$ cat config.mk
export PLATFORM = sky130hd
export DESIGN_NAME = shift_unit_arbiter
export DESIGN_NICKNAME = d
export VERILOG_FILES = /design/src/rtl/shift_arb_pkg.sv /design/src/rtl/shift_sel_unit.sv /design/src/rtl/shift_unit_arbiter.sv
export SDC_FILE = /design/constraint.sdc
export NUM_CORES = 1
export LEC_CHECK = 0
export ABC_AREA = 1
export CORE_ASPECT_RATIO = 1.4
export CORE_MARGIN = 2
export CORE_UTILIZATION = 31
export DETAILED_ROUTE_END_ITERATION = 10
export HOLD_SLACK_MARGIN = 0.02
export PLACE_DENSITY = 0.62
export SLEW_MARGIN = 20
export SYNTH_ARGS = -nofsm -noshare
export SYNTH_HDL_FRONTEND = slang
export SYNTH_SLANG_ARGS = --single-unit
$ cat constraint.sdc
create_clock -name clk -period 3 [get_ports clk]
set_input_delay 0.3 -clock clk [delete_from_list [all_inputs] [get_ports clk]]
set_output_delay 0.3 -clock clk [all_outputs]
set_load 0.1 [all_outputs]
$ cat src/rtl/shift_arb_pkg.sv
// Shared types for the shift-unit arbiter.
//   shift_sel_e  : 2-bit shift amount select (0..3 bit positions)
//   slot_state_e : occupancy of the single-entry output register
package shift_arb_pkg;

  typedef enum logic [1:0] {
    SH0 = 2'd0,
    SH1 = 2'd1,
    SH2 = 2'd2,
    SH3 = 2'd3
  } shift_sel_e;

  typedef enum logic {
    EMPTY = 1'b0,
    FULL  = 1'b1
  } slot_state_e;

endpackage : shift_arb_pkg

$ cat src/rtl/shift_sel_unit.sv
// Combinational select-controlled left shifter.
// Ports:
//   x      : operand
//   s      : shift amount select (SH0..SH3)
//   result : x << s, truncated to WIDTH, zeros fill the LSBs
module shift_sel_unit
  import shift_arb_pkg::*;
#(
  parameter int WIDTH = 8
) (
  input  logic [WIDTH-1:0] x,
  input  shift_sel_e       s,
  output logic [WIDTH-1:0] result
);

  always_comb begin
    case (s)
      SH0:     result = x;
      SH1:     result = x << 1;
      SH2:     result = x << 2;
      SH3:     result = x << 3;
      default: result = '0;
    endcase
  end

endmodule : shift_sel_unit

$ cat src/rtl/shift_unit_arbiter.sv
// Round-robin scheduler sharing one left-shift unit among NUM_REQ requesters.
// Ports:
//   clk, rst   : clock, asynchronous active-high reset
//   req_valid  : per-requester request valid
//   req_data   : per-requester operand, slice i = [i*WIDTH +: WIDTH]
//   req_sel    : per-requester shift select, slice i = [2*i +: 2]
//   req_ready  : one-hot (or zero) acceptance, combinational
//   out_valid  : output register holds a result
//   out_ready  : consumer accepts the held result
//   out_data   : shifted result
//   out_id     : index of the requester that produced out_data
//   op_count   : completed output handshakes, wrapping
module shift_unit_arbiter
  import shift_arb_pkg::*;
#(
  parameter int WIDTH   = 8,
  parameter int NUM_REQ = 4,
  parameter int CNT_W   = 16
) (
  input  logic                       clk,
  input  logic                       rst,
  input  logic [NUM_REQ-1:0]         req_valid,
  input  logic [NUM_REQ*WIDTH-1:0]   req_data,
  input  logic [2*NUM_REQ-1:0]       req_sel,
  output logic [NUM_REQ-1:0]         req_ready,
  output logic                       out_valid,
  input  logic                       out_ready,
  output logic [WIDTH-1:0]           out_data,
  output logic [$clog2(NUM_REQ)-1:0] out_id,
  output logic [CNT_W-1:0]           op_count
);

  localparam int ID_W  = $clog2(NUM_REQ);
  // One extra bit so rr_ptr + offset never overflows before the wrap.
  localparam int IDX_W = ID_W + 1;

  slot_state_e      state_q, state_d;
  logic [ID_W-1:0]  rr_ptr_q, rr_ptr_d;
  logic [WIDTH-1:0] out_data_q, out_data_d;
  logic [ID_W-1:0]  out_id_q, out_id_d;
  logic [CNT_W-1:0] op_count_q;

  logic             gnt_found;
  logic [ID_W-1:0]  gnt_idx;
  logic [IDX_W-1:0] cand;
  logic [WIDTH-1:0] gnt_data;
  logic [1:0]       gnt_sel;
  logic [WIDTH-1:0] shift_res;
  logic             can_accept;
  logic             accept;
  logic             drain;

  assign out_valid = (state_q == FULL);
  assign out_data  = out_data_q;
  assign out_id    = out_id_q;
  assign op_count  = op_count_q;

  // A result leaving this cycle frees the slot for a new one (no bubble).
  assign can_accept = !out_valid || out_ready;
  assign drain      = out_valid && out_ready;
  assign accept     = gnt_found && can_accept;

  // Round-robin search: first valid index at or after rr_ptr, wrapping.
  // NOTE: every variable driven in an always_comb gets a default first;
  // a path that leaves one unassigned would infer a latch.
  always_comb begin
    gnt_found = 1'b0;
    gnt_idx   = '0;
    cand      = '0;
    for (int k = 0; k < NUM_REQ; k++) begin
      cand = {1'b0, rr_ptr_q} + IDX_W'(k);
      if (cand >= IDX_W'(NUM_REQ)) begin
        cand = cand - IDX_W'(NUM_REQ);
      end
      if (!gnt_found && req_valid[cand[ID_W-1:0]]) begin
        gnt_found = 1'b1;
        gnt_idx   = cand[ID_W-1:0];
      end
    end
  end

  // Operand/select mux for the granted requester.
  always_comb begin
    gnt_data = '0;
    gnt_sel  = '0;
    for (int i = 0; i < NUM_REQ; i++) begin
      if (gnt_idx == ID_W'(i)) begin
        gnt_data = req_data[i*WIDTH +: WIDTH];
        gnt_sel  = req_sel[2*i +: 2];
      end
    end
  end

  // Held low while rst is asserted so no handshake can appear during reset.
  always_comb begin
    req_ready = '0;
    if (accept && !rst) begin
      req_ready[gnt_idx] = 1'b1;
    end
  end

  shift_sel_unit #(
    .WIDTH (WIDTH)
  ) u_shift (
    .x      (gnt_data),
    .s      (shift_sel_e'(gnt_sel)),
    .result (shift_res)
  );

  // Output-slot FSM; loading a new result also advances the pointer.
  always_comb begin
    state_d    = state_q;
    out_data_d = out_data_q;
    out_id_d   = out_id_q;
    rr_ptr_d   = rr_ptr_q;
    case (state_q)
      EMPTY: begin
        if (accept) begin
          state_d = FULL;
        end
      end
      FULL: begin
        if (out_ready && !accept) begin
          state_d = EMPTY;
        end
      end
      default: state_d = EMPTY;
    endcase
    if (accept) begin
      out_data_d = shift_res;
      out_id_d   = gnt_idx;
      rr_ptr_d   = (gnt_idx == ID_W'(NUM_REQ - 1)) ? '0 : gnt_idx + 1'b1;
    end
  end

  // NOTE: sequential state uses non-blocking assignments so every register
  // samples pre-edge values regardless of block ordering.
  always_ff @(posedge clk or posedge rst) begin
    if (rst) begin
      state_q    <= EMPTY;
      rr_ptr_q   <= '0;
      out_data_q <= '0;
      out_id_q   <= '0;
      op_count_q <= '0;
    end else begin
      state_q    <= state_d;
      rr_ptr_q   <= rr_ptr_d;
      out_data_q <= out_data_d;
      out_id_q   <= out_id_d;
      if (drain) begin
        op_count_q <= op_count_q + 1'b1;
      end
    end
  end

endmodule : shift_unit_arbiter

# Word-level counts from Yosys, hierarchy flattened
# Index checks and enable logic that the tools add are counted.
# W data, S select, Z words.
# op_classes
addsub,9
n_lt_le_gt_ge,10
n_eq_ne,6
muxes,36
bitwise_logic,1
n_reduce_logical,17
# ops
op,n
$mux W8,4
$pmux W8 S4,1
$mux W2,13
$add A16 B1 Y16 const B,1
$lt A2 B3 Y1 const B,5
$mux W1,11
$ge A3 B3 Y1 const B,3
$bmux W1 S2,4
$eq A2 B2 Y1 const B,4
$logic_and A1 B1 Y1,8
$sub A2 B1 Y2 const B,4
$add A2 B2 Y3 const B,2
$logic_not A1 Y1,6
$eq A2 B1 Y1 const B,2
$logic_not A2 Y1,2
$mux W4,1
$add A2 B1 Y3 const B,1
$ge A2 B3 Y1 const B,1
$add A2 B1 Y2 const B,1
$demux W1 S2,1
$ge A2 B1 Y1 const B,1
$pmux W1 S2,1
$logic_or A1 B1 Y1,1
$not A1 Y1,1
# word_totals
regBits,29
input_bits,47
output_inout_bits,31
word_cells,84

# Depth between registers and ports, before layout
# depth
depth_word,21
mapped_depth,23
depth_no_buf,22

# Modules after synthesis
# Synthesis repeated with hierarchy kept, for this count alone.
# unflattened
cells_unflattened,314
hier_area_um2,2123.3
# by_module_without_submodules
mod,n_inst,cells_per_inst,area_each_um2,seq_area_each_um2
shift_unit_arbiter,1,276,1926.8,725.7
shift_sel_unit,1,38,196.4,0.0

# Worst setup path before layout
# No wires, ideal clock.
# synth_path
kind,flip-flop to output port
start,register rr_ptr_q[0]
end,output req_ready[3]
t_arrival_ns,2.983
required_ns,2.700
setup_slack_ns,-0.283
path_stages_with_launch,15
n_path_buf,2
cell_sequence,dfrtp_1 -> buf_4 -> nand2_1 -> o21ai_0 -> nand2_2 -> nand2_2 -> nor2_4 -> nand3_1 -> nand2_1 -> nand2_1 -> inv_1 -> ha_1 -> clkbuf_1 -> inv_2 -> nor2_1
# synth_between
elab_chain_cells,19
elab_cells_between_ends,45
cone_classes,7 x add/sub; 6 x order compare; 23 x mux; 9 x reduce/logical
# synth_rtl
item,line_no,rtl
"start, declared",shift_unit_arbiter.sv:38,"logic [ID_W-1:0] rr_ptr_q, rr_ptr_d;"
"start signal, assigned",shift_unit_arbiter.sv:147,rr_ptr_q <= rr_ptr_d;
branches (longest 13 deep; another with $add A2 B1 Y3),n/a,
$mux W2 *,shift_unit_arbiter.sv:75,if (!gnt_found && req_valid[cand[ID_W-1:0]]) begin
net gnt_idx[0],shift_unit_arbiter.sv:44,logic [ID_W-1:0] gnt_idx;
$lt A2 B3 Y1 (not written as such) / $ge A2 B1 Y1 (equally long branches),shift_unit_arbiter.sv:98,req_ready[gnt_idx] = 1'b1;
$logic_and A1 B1 Y1 (not written as such),shift_unit_arbiter.sv:98,
$mux W1 (not written as such),shift_unit_arbiter.sv:98,
$demux W1 S2 *,shift_unit_arbiter.sv:98,
$mux W4 *,shift_unit_arbiter.sv:97,if (accept && !rst) begin
"end, declared",shift_unit_arbiter.sv:25,"output logic [NUM_REQ-1:0] req_ready,"
# Mark *: on every way through the listed nets, which the timed path passes. The select of a mux whose other input is x is not followed.

# Worst setup path in the final report
# layout_path
start,register rr_ptr_q[0]
end,output req_ready[1]
# Same word-level chain as after synthesis.

==> reports/results.tsv <==
metric	value	unit
max_freq	362	MHz
regArea	727	um^2
yosysTopAreaCell	dfrtp_1	
path_class	reg2out	
core-area	6980	um^2
crit_path_max_fanout	6	
r2r-start	rr_ptr_q[0]	
die_w	76.0	um
crit_required	2.70	ns
endpoint	req_ready[1]	
grt_max_degree	30	
drcViolationCount	0	
cap_violations	0	
startpoint_type	flop	
finalSetupViolations	0	
period_needed	2.76	ns
synth.avg_cell_area	6.30	um^2
yosysWarnings	0	
wl_met1	2760	um
grt_pass1_vias	2241	
yosysUniqueCellTypes	30	
synthTopCellsByArea	dfrtp_1 32%, nand2_1 23%, nor2_1 7.7%, nand3_1 6.0%, inv_1 5.7%	
dpl_cell_area	3130	um^2
postRouteWirelength	6110	um
crit_start	rr_ptr_q[0]	
drive_gt1_share	18.0	%
syn_area	2250	um^2
routed.top_layer	met4	
drt_first_pass_iters	4	
routabilityCongestion	0.874	
end_kind	output pin	
netlist_instances	357	
die_h	105	um
worstPathArrival	2.46	ns
finalNetCount	496	
reg2reg_to	out_data[4]	
rsz0062_at_grt	true	
clock-sinks	29	
n_fill_cell	749	
holdCritPathClass	in2async	
ys_ff_latch	29	
grt_pass1_wl	10300	um
multi_input_area	1330	um^2
ys_seq_area_share	32.3	%
finalMaxSlewViolations	0	
drt_iter0_drc	90	
clock_skew	0.00514	ns
worst_pin_slew	0.379	ns
clock_latency	0.27	ns
cts_buffers	5	
hpwl	4930	um
areaGrowthSynthToFinish	44.9	%
antennaDiodeCount	0	
cts-root-buf	clkbuf_8	
grtUsageTotal	15.6	%
reg2reg_setup_slack	0.31	ns
ff2ff_path_depth	23	
grt_overflow	0	
antenna_found_initial	0	
wl_per_cell	11.3	um
final_area	3260	um^2
syn_nets	409	
wl_met2	2790	um
io_buffers	77	
wl_met3	400	um
path_clk_slew	0.06	ns
slew_headroom	74.7	%
start_util	32.2	%
row_count	36	
clk_path_buf_depth	2	
synth_top_area_share	32.3	%
cts_tree	done	
period_share	92.0	%
postLayoutCoreUtil	46.7	%
outcome	complete, no violations	
cts.htree.levels	2	
io_pins	78	
vias	2402	
finalHoldViolations	0	
dieArea	7960	um^2
viasPerCell	4.45	
antenna_left	0	
==> what timing repair did <==
| item | 4_1_cts | 5_1_grt |
|---|---|---|
| buffers inserted | 0 | 2 |
| endpoints found under the setup margin | 0 | 12 |
| hold buffers | 0 | 0 |
| gates resized for setup | 0 | 6 |
==> state kept, by name, summed over array words and instances (netlist names) <==
| signal | count |
|---|---|
| out_valid | 1 |
| out_id | 2 |
| rr_ptr_q | 2 |
| op_count | 16 |
| out_data | 8 |
==> how the worst min path moves through the flow <==
stage	slack, ns	depth (start not counted)	start	to
3_3_place_gp	0.47	2	out_data[1]	out_data[1]
6_report	0.48	3	rst	out_data[4]
3_5_place_dp	0.48	2	out_data[6]	out_data[6]
2_1_floorplan	0.39	1	rst	op_count[0]
4_1_cts	0.49	2	out_data[6]	out_data[6]
5_1_grt	0.51	2	out_data[1]	out_data[1]
==> placed cells by master (no fill, tap or decap), types with 5 or more instances in the layout <==
cell,instances
a21oi_1,15
buf_4,40
clkbuf_8,7
clkdlybuf4s50_1,46
dfrtp_1,28
inv_1,34
inv_2,5
nand2_1,137
nand2_2,6
nand3_1,27
nor2_1,42
nor2_2,5
o21ai_0,8
xnor2_1,5
xor2_1,8
==> cells in the mapped netlist <==
library cell,n
nand3_2,1
o21a_1,1
buf_8,1
or2_2,4
inv_2,5
xor2_1,8
o21ai_0,9
buf_6,1
and2_1,1
nand4_1,3
nand3_1,27
dfrtp_1,29
nand2_4,1
nor2_1,46
o21ai_1,3
ha_1,5
inv_1,34
clkbuf_1,1
a21oi_4,1
nor2_2,1
xnor2_1,5
buf_4,2
o21ai_2,1
a21oi_1,15
nand2_1,138
o211ai_1,1
buf_2,5
nand2_2,5
nor3_1,2
nor2_4,1
==> logic make-up (layout without fill, tap and decap cells) <==
group,count (synthesis),count (layout),share of synthesized area [%]
fa+ha+maj,5,5,2.78
compound gates,31,31,7.79
xor+xnor,13,13,5.06
flops,29,29,32.3
simple gates,230,230,42.5
buf+inv,49,137,9.62
==> metal layers <==
layer  global-route usage, %  vias up
li1                        -     1272
met1                    19.3     1042
met2                    26.1       74
met3                    3.89       14
met4                    5.71        0
met5                       0        -
==> through the flow <==
stage / std cells / hold slack, ns / TNS [ns] / worst slack (ns)
floorplan: 357 / 0.387 / 0 / 0.176
global placement: 530 / 0.467 / 0 / 0.0853
detailed placement: 530 / 0.475 / 0 / 0.0141
CTS: 538 / 0.491 / 0 / 0.0127
global route: 540 / 0.514 / -0.0310 / -0.0284
finish: 540 / 0.479 / 0 / 0.241
==> worst max-delay path, stage by stage (launching register included) <==
cell and delay (ns):
dfrtp_2 0.45, buf_4 0.16, nand2_1 0.07, nand2_2 0.08, nand2_2 0.08, nand2_2 0.07, nor2_4 0.13, nand3_1 0.09
nand2_1 0.06, nand2_1 0.11, inv_1 0.11, ha_2 0.23, inv_2 0.06, buf_4 0.16, nor2_2 0.15, buf_12 0.19
==> final cells by class <==
cell class / count / area share (%)
Inverter: 39 / 4.49
Clock buffer: 7 / 2.96
Clock inverter: 1 / 0.154
Sequential cell: 29 / 22.3
Multi-Input combinational cell: 279 / 40.7
Tap cell: 95 / 3.65
Timing Repair Buffer: 90 / 25.8
Power is not shown: default switching activity piles up to over one toggle a cycle in this logic, so the estimate is an artifact.
